--- config.mk ---
export PLATFORM = sky130hd
export DESIGN_NAME = seq_recognizer_fsm
export DESIGN_NICKNAME = d
export VERILOG_FILES = /design/src/rtl/seq_recognizer_pkg.sv /design/src/rtl/seq_rec_next_state.sv /design/src/rtl/seq_recognizer_fsm.sv
export SDC_FILE = /design/constraint.sdc
export NUM_CORES = 1
export LEC_CHECK = 0
export ABC_AREA = 1
export CAP_MARGIN = 20
export CORE_MARGIN = 5
export CORE_UTILIZATION = 35
export CTS_CLUSTER_DIAMETER = 40
export DETAILED_ROUTE_END_ITERATION = 10
export PLACE_DENSITY = 0.7
export SLEW_MARGIN = 20
export SYNTH_ARGS = -nofsm -noshare
export SYNTH_HDL_FRONTEND = slang
export SYNTH_SLANG_ARGS = --single-unit
--- constraint.sdc ---
create_clock -name clk_i -period 1.6 [get_ports clk_i]
set_input_delay 0.16 -clock clk_i [delete_from_list [all_inputs] [get_ports clk_i]]
set_output_delay 0.16 -clock clk_i [all_outputs]
set_load 0.05 [all_outputs]
--- src/rtl/seq_recognizer_pkg.sv ---
// Shared types and helpers for the programmable sequence recognizer.
// Holds the state encoding and the header lookup used by the next-state logic.
package seq_recognizer_pkg;

  typedef enum logic [1:0] {
    IDLE   = 2'b00,
    ACTIVE = 2'b01,
    DONE   = 2'b10,
    ERROR  = 2'b11
  } state_e;

  localparam state_e RESET_STATE_C   = IDLE;
  localparam state_e DEFAULT_STATE_C = ERROR;

  localparam int MAX_SEQ_C    = 8;
  localparam int MAX_DATA_W_C = 32;

  typedef struct packed {
    logic       hit;
    logic [2:0] idx;
  } hdr_match_t;

  typedef logic [MAX_SEQ_C-1:0][MAX_DATA_W_C-1:0] hdr_tbl_t;

  // Lowest-index header equal to sym; headers are distinct so at most one hits.
  function automatic hdr_match_t match_header(input hdr_tbl_t                 hdrs,
                                              input int unsigned              num,
                                              input logic [MAX_DATA_W_C-1:0] sym);
    hdr_match_t res;
    res = '0;
    for (int unsigned i = 0; i < MAX_SEQ_C; i++) begin
      if (i < num && !res.hit && hdrs[i] == sym) begin
        res.hit = 1'b1;
        res.idx = 3'(i);
      end
    end
    return res;
  endfunction

endpackage

--- src/rtl/seq_rec_next_state.sv ---
// Purely combinational next-state logic of the sequence recognizer, kept
// separate so it can be preserved or triplicated on its own.
module seq_rec_next_state
  import seq_recognizer_pkg::*;
#(
  parameter int DATA_W_G  = 3,
  parameter int NUM_SEQ_G = 2,
  parameter int SEQ_LEN_G = 3,
  parameter logic [0:NUM_SEQ_G-1][0:SEQ_LEN_G-1][DATA_W_G-1:0] SEQ_TABLE_G =
    {{3'd1, 3'd2, 3'd3}, {3'd4, 3'd5, 3'd6}},
  parameter logic [DATA_W_G-1:0] IDLE_SYM_G = '0,
  parameter int SEQ_W_G = 1,
  parameter int POS_W_G = 2
) (
  (* dont_touch = "true" *) input  state_e              state_i,
  (* dont_touch = "true" *) input  logic [SEQ_W_G-1:0]  seq_id_i,
  (* dont_touch = "true" *) input  logic [POS_W_G-1:0]  pos_i,
  (* dont_touch = "true" *) input  logic                timeout_hit_i,
  (* dont_touch = "true" *) input  logic [DATA_W_G-1:0] data_i,
  (* dont_touch = "true" *) input  logic                valid_i,
  (* dont_touch = "true" *) output state_e              state_d_o,
  (* dont_touch = "true" *) output logic [SEQ_W_G-1:0]  seq_id_d_o,
  (* dont_touch = "true" *) output logic [POS_W_G-1:0]  pos_d_o
);

  localparam logic [POS_W_G-1:0] LAST_POS_C = POS_W_G'(SEQ_LEN_G - 1);

  hdr_tbl_t   hdrs;
  hdr_match_t hm;

  always_comb begin
    hdrs = '0;
    for (int k = 0; k < NUM_SEQ_G; k++) begin
      hdrs[k] = MAX_DATA_W_C'(SEQ_TABLE_G[k][0]);
    end
    hm = match_header(hdrs, NUM_SEQ_G, MAX_DATA_W_C'(data_i));
  end

  always_comb begin
    state_d_o  = state_i;
    seq_id_d_o = seq_id_i;
    pos_d_o    = pos_i;
    case (state_i)
      IDLE: begin
        if (valid_i && hm.hit) begin
          state_d_o  = ACTIVE;
          seq_id_d_o = SEQ_W_G'(hm.idx);
          pos_d_o    = POS_W_G'(1);
        end
      end
      ACTIVE: begin
        if (timeout_hit_i) begin
          state_d_o = ERROR;
          pos_d_o   = '0;
        end else if (valid_i) begin
          if (data_i == SEQ_TABLE_G[seq_id_i][pos_i]) begin
            if (pos_i == LAST_POS_C) begin
              state_d_o = DONE;
              pos_d_o   = '0;
            end else begin
              pos_d_o = pos_i + 1'b1;
            end
          end else begin
            state_d_o = ERROR;
            pos_d_o   = '0;
          end
        end
      end
      DONE: begin
        // A new header here chains straight into the next sequence.
        if (valid_i) begin
          if (data_i == IDLE_SYM_G) begin
            state_d_o = IDLE;
          end else if (hm.hit) begin
            state_d_o  = ACTIVE;
            seq_id_d_o = SEQ_W_G'(hm.idx);
            pos_d_o    = POS_W_G'(1);
          end else begin
            state_d_o = ERROR;
          end
        end
      end
      ERROR: begin
        state_d_o = IDLE;
      end
      default: begin
        state_d_o = DEFAULT_STATE_C;
        pos_d_o   = '0;
      end
    endcase
  end

endmodule

--- src/rtl/seq_recognizer_fsm.sv ---
// Moore recognizer for NUM_SEQ_G programmable symbol sequences with
// timeout, match ID and a saturating error counter.
module seq_recognizer_fsm
  import seq_recognizer_pkg::*;
#(
  parameter int DATA_W_G  = 3,
  parameter int NUM_SEQ_G = 2,
  parameter int SEQ_LEN_G = 3,
  parameter logic [0:NUM_SEQ_G-1][0:SEQ_LEN_G-1][DATA_W_G-1:0] SEQ_TABLE_G =
    {{3'd1, 3'd2, 3'd3}, {3'd4, 3'd5, 3'd6}},
  parameter logic [DATA_W_G-1:0] IDLE_SYM_G = '0,
  parameter int TIMEOUT_G   = 4,
  parameter int ERR_CNT_W_G = 8,
  localparam int SEQ_W_C = (NUM_SEQ_G > 1) ? $clog2(NUM_SEQ_G) : 1,
  localparam int POS_W_C = $clog2(SEQ_LEN_G)
) (
  input  logic                   clk_i,
  input  logic                   rst_i,
  input  logic [DATA_W_G-1:0]    data_i,
  input  logic                   data_valid_i,
  input  logic                   clear_cnt_i,
  output logic [1:0]             state_o,
  output logic [SEQ_W_C-1:0]     seq_id_o,
  output logic [POS_W_C-1:0]     pos_o,
  output logic                   match_o,
  output logic                   error_o,
  output logic [ERR_CNT_W_G-1:0] err_cnt_o
);

  localparam int TO_W_C = (TIMEOUT_G > 0) ? $clog2(TIMEOUT_G + 1) : 1;
  localparam logic [TO_W_C-1:0] TO_LAST_C = TO_W_C'(TIMEOUT_G - 1);

  if (SEQ_LEN_G < 2) begin : g_len_chk
    $error("SEQ_LEN_G must be at least 2");
  end
  if (DATA_W_G > MAX_DATA_W_C || NUM_SEQ_G < 1 || NUM_SEQ_G > MAX_SEQ_C) begin : g_size_chk
    $error("DATA_W_G or NUM_SEQ_G out of supported range");
  end
  for (genvar a = 0; a < NUM_SEQ_G; a++) begin : g_hdr_chk
    if (SEQ_TABLE_G[a][0] == IDLE_SYM_G) begin : g_idle
      $error("a sequence header equals IDLE_SYM_G");
    end
    for (genvar b = a + 1; b < NUM_SEQ_G; b++) begin : g_dup
      if (SEQ_TABLE_G[a][0] == SEQ_TABLE_G[b][0]) begin : g_err
        $error("sequence headers are not distinct");
      end
    end
  end

  state_e                 state_q, state_d;
  logic [SEQ_W_C-1:0]     seq_id_q, seq_id_d;
  logic [POS_W_C-1:0]     pos_q, pos_d;
  logic                   match_q, match_d;
  logic [ERR_CNT_W_G-1:0] err_cnt_q, err_cnt_d;
  logic [TO_W_C-1:0]      to_cnt_q, to_cnt_d;
  logic                   timeout_hit;

  assign timeout_hit = (TIMEOUT_G != 0) && (state_q == ACTIVE) && !data_valid_i &&
                       (to_cnt_q == TO_LAST_C);

  seq_rec_next_state #(
    .DATA_W_G   (DATA_W_G),
    .NUM_SEQ_G  (NUM_SEQ_G),
    .SEQ_LEN_G  (SEQ_LEN_G),
    .SEQ_TABLE_G(SEQ_TABLE_G),
    .IDLE_SYM_G (IDLE_SYM_G),
    .SEQ_W_G    (SEQ_W_C),
    .POS_W_G    (POS_W_C)
  ) u_next_state (
    .state_i      (state_q),
    .seq_id_i     (seq_id_q),
    .pos_i        (pos_q),
    .timeout_hit_i(timeout_hit),
    .data_i       (data_i),
    .valid_i      (data_valid_i),
    .state_d_o    (state_d),
    .seq_id_d_o   (seq_id_d),
    .pos_d_o      (pos_d)
  );

  always_comb begin
    to_cnt_d = '0;
    if ((TIMEOUT_G != 0) && (state_q == ACTIVE) && !data_valid_i && (state_d == ACTIVE)) begin
      to_cnt_d = to_cnt_q + 1'b1;
    end
    match_d = (state_d == DONE) && (state_q != DONE);
    // ERROR always leaves after one cycle, so every ERROR next-state is a fresh entry.
    err_cnt_d = err_cnt_q;
    if (clear_cnt_i) begin
      err_cnt_d = '0;
    end else if ((state_d == ERROR) && (err_cnt_q != '1)) begin
      err_cnt_d = err_cnt_q + 1'b1;
    end
  end

  always_ff @(posedge clk_i) begin
    if (rst_i) begin
      state_q   <= RESET_STATE_C;
      seq_id_q  <= '0;
      pos_q     <= '0;
      match_q   <= 1'b0;
      err_cnt_q <= '0;
      to_cnt_q  <= '0;
    end else begin
      state_q   <= state_d;
      seq_id_q  <= seq_id_d;
      pos_q     <= pos_d;
      match_q   <= match_d;
      err_cnt_q <= err_cnt_d;
      to_cnt_q  <= to_cnt_d;
    end
  end

  assign state_o   = state_q;
  assign seq_id_o  = seq_id_q;
  assign pos_o     = pos_q;
  assign match_o   = match_q;
  assign error_o   = (state_q == ERROR);
  assign err_cnt_o = err_cnt_q;

endmodule

==> run summary <==
Htree depth: 1
Port Buffers: 21
CP required: 1790 ps
Switching portion of total power: 34.85%
Via Count: 1,195
Reg2Reg Setup Slack: -130 ps
PwrDens: 634.8 mW/mm^2
Initial antenna violation count: 0
Gr busiest metal: met2
Area Growth Syn to Fin: 47.34%
Crit start category: flip-flop
Crit Reg-Reg Startpoint: pos_o[0]$_SDFFE_PP0P_
Power share of the combinational group: 32.3%
Nets: 221
Failing checks: negative setup slack
Met1 Usage GRT: 19.44%
Yosys top cell area share: 30.80%
Post-synth ARST share: 0%
Vias per cell: 4.761
Critical R2R Capture: err_cnt_o[5]$_SDFFE_PP0P_
Clk sink count: 17
Worst-path maximum fanout: 4
Post-Syn Nets: 172
Reg power frac: 44.3%
Cell with the most instances after synthesis: nand2_1
Post-Syn Area: 0.001105 mm^2
Worst Hold Depth: 1
Sequential fraction of the synthesis area: 30.80%
Max-slew violations: 0
WHS Endpoint: to_cnt_q[0]$_SDFF_PP0_
FP Rows: 20
Routed WL: 2782 um
Die Width: 66.19 um
Endpoints failing setup: 10
PnR worst setup slack: -134.9 ps
Post-synth EDFFs: 0
Worst setup EP type: flip-flop
Total internal power: 0.0006732 W
Post-synthesis register bit count: 17
CTS Buffer Depth: 2
Leak: 0.7505 nW
Final TNS setup: -1039 ps
Number of DRC markers in iteration 0: 78
F_max: 0.5764 GHz
Share of layout cells above drive strength 1: 34.30%
Die Footprint: 0.004380 mm^2
Total CTS buffers: 3
Area leader, netlist: dfxtp_1
Antenna Nets Post-Route: 0
Worst min-delay path category: reg2reg
Slew HR: 66.51%
Synth cell count leaders: nand2_1 (33), inv_1 (21), dfxtp_1 (17), nor2_1 (15), nand3_1 (13)
DRT Pass-1 Iters: 4
Synth area leaders: dfxtp_1 (31%), nand2_1 (11%), inv_1 (7.1%), ha_1 (6.8%), nand3_1 (5.9%)
RSZ-0062 raised after global routing: true
Final hold vios: 0
First-pass GRT wire length: 4616 um
Clk slew on worst S/H paths: 110 ps
Worst R2R Path Depth: 14
Crit Path Category: reg2reg
GRT Total Usage: 13.66%
Synth cell types: 25
CP max-delay cell: dfxtp_4
DP Area: 0.001509 mm^2
Design area: 0.001628 mm^2
Crit-path cells: inv_4 > ha_4 > inv_2 > nand2_2 > nand3_1 > nand2_1 > nand3_2 > nand2_2 > nand2_2 > nand2_4 > nand3_4 > buf_4 > nand4_1 > a21oi_2
Post-route clock period utilization: 108.4%
Yosys warns: 0
Post-route DRC: 0
Grt met2 use: 20.07%
CTS root buffer: clkbuf_4
Initial core utilization: 36.19%
Hold Startpoint: to_cnt_q[0]$_SDFF_PP0_
MaxCap Viol Count: 0
GPL Wtd Cong: 0.8042
Die Ht: 66.19 um
HPWL Detailed: 2085 um
Clk Latency, worst-skew pair: 300 ps
Crit path arrival time: 1920 ps
Largest net degree at the start of global routing: 10
Final core utilization: 53.32%
Total I/O pin count: 22
Crit-path most repeated cell: nand2_2
Core Region: 0.003053 mm^2
Outcome: complete, but fails checks
VDD IR max: 0.2645 mV
Clk pwr share: 23.5%
Gate Count Post-Synth: 159
Average size of a mapped cell: 6.948 um^2
Grt ovf: 0
Crit-path max cell delay: 390 ps
TritonCTS clock tree: done
Final min period: 1735 ps
Vias in the first global route: 1,050
ANT cells: 0
Top_reg_cell synth: dfxtp_1
Clock Skews: 3.593 ps
Worst Max-Slew Pin Slew: 501.6 ps
Avg WL per Cell: 11.08 um
Sw Pwr: 0.0003600 W
CP startpoint: pos_o[0]$_SDFFE_PP0P_
Hold-fix buffers, CTS: 0
Met3 Usage GRT: 1.531%
state kept, by name, indices dropped and copies added, names as in the netlist:
register and count:
err_cnt_o 8, to_cnt_q 3, pos_o 2, state_o 2, match_o 1, seq_id_o 1
cell usage in the layout, fill, tap and decap left out, types with 2 or more instances in the layout:
cell type and n:
nor3_1 4, nand3_4 2, clkdlybuf4s50_1 6, xnor2_1 2, o21ai_0 2, nor2_1 15, nand3_1 13, inv_2 2
nand2_2 8, inv_1 19, a21oi_1 6, a21oi_2 5, clkbuf_4 3, nand2_4 2, nand2_1 30, ha_1 4
nand4_1 10, o21ai_1 2, buf_4 34, xor2_1 4, dfxtp_1 12, inv_4 2, nand3_2 2, dfxtp_4 2
dfxtp_2 3
cell families (layout without fill, tap and decap cells):
| group | count (synthesis) | in the layout | share of synthesized area (%) |
|---|---|---|---|
| flops | 17 | 17 | 30.80 |
| fa+ha+maj | 6 | 6 | 6.795 |
| simple gates | 88 | 90 | 40.77 |
| compound gates | 18 | 18 | 8.720 |
| xor+xnor | 6 | 6 | 4.756 |
| buf+inv | 24 | 70 | 8.154 |
layer usage:
| layer | vias to the layer above | part of all wire, % |
|---|---|---|
| met3 | 5 | 4.9 |
| met1 | 528 | 50 |
| met5 | - | 0 |
| met4 | 0 | 2.1 |
| li1 | 632 | - |
| met2 | 30 | 43 |
repair_timing:
item                                    4_1_cts  5_1_grt
pin swaps                                     2        1
buffers inserted                              2        2
endpoints found under the setup margin        9       13
gates cloned                                  2        0
gates resized for setup                       3        9
power by group through the flow:
stage                     Combinational (W)  Clock (W)  Sequential [W]
final                              0.000333   0.000243        0.000457
after global routing               0.000368   0.000263        0.000461
after CTS                          0.000324   0.000248        0.000456
after detailed placement           0.000305          0        0.000467
after global placement             0.000303          0        0.000467
after floorplan                    0.000152          0        0.000509
cell type report:
class	instances	area, um^2
timing repair buffer	42	347.8
multi-input combinational	120	752.0
inverter	24	95.09
sequential	17	351.6
fill	300	1425
clock buffer	4	26.28
tap	44	55.05
worst max path at each step:
stage / depth (start not counted) / slack [ps] / end
after floorplan: 7 / -130 / err_cnt_o[3]$_SDFFE_PP0P_
after global placement: 9 / -210 / err_cnt_o[4]$_SDFFE_PP0P_
after detailed placement: 9 / -230 / err_cnt_o[3]$_SDFFE_PP0P_
after CTS: 14 / -120 / err_cnt_o[0]$_SDFFE_PP0P_
after global routing: 14 / -260 / err_cnt_o[2]$_SDFFE_PP0P_
final: 14 / -130 / err_cnt_o[5]$_SDFFE_PP0P_
stage by stage:
stage          instances  hold slack [ps]  setup WS [ps]  power (W)
3_5_place_dp         241            419.4         -227.6  0.0007712
3_3_place_gp         241            412.0         -208.8  0.0007694
6_report             251            428.9         -134.9   0.001033
4_1_cts              249            434.6         -119.7   0.001028
2_1_floorplan        159            222.0         -134.9  0.0006611
5_1_grt              251            455.8         -256.2   0.001092
worst max-delay path, delay by kind of cell, from the launching register on:
kind | cells | cell delay (ps)
AOI/OAI and AO/OA | 1 | 60
and+or+nand+nor | 9 | 690
buffers and inverters | 3 | 240
DFF | 1 | 390
adders and majority gates | 1 | 250
(Power assumes the default switching activity.)
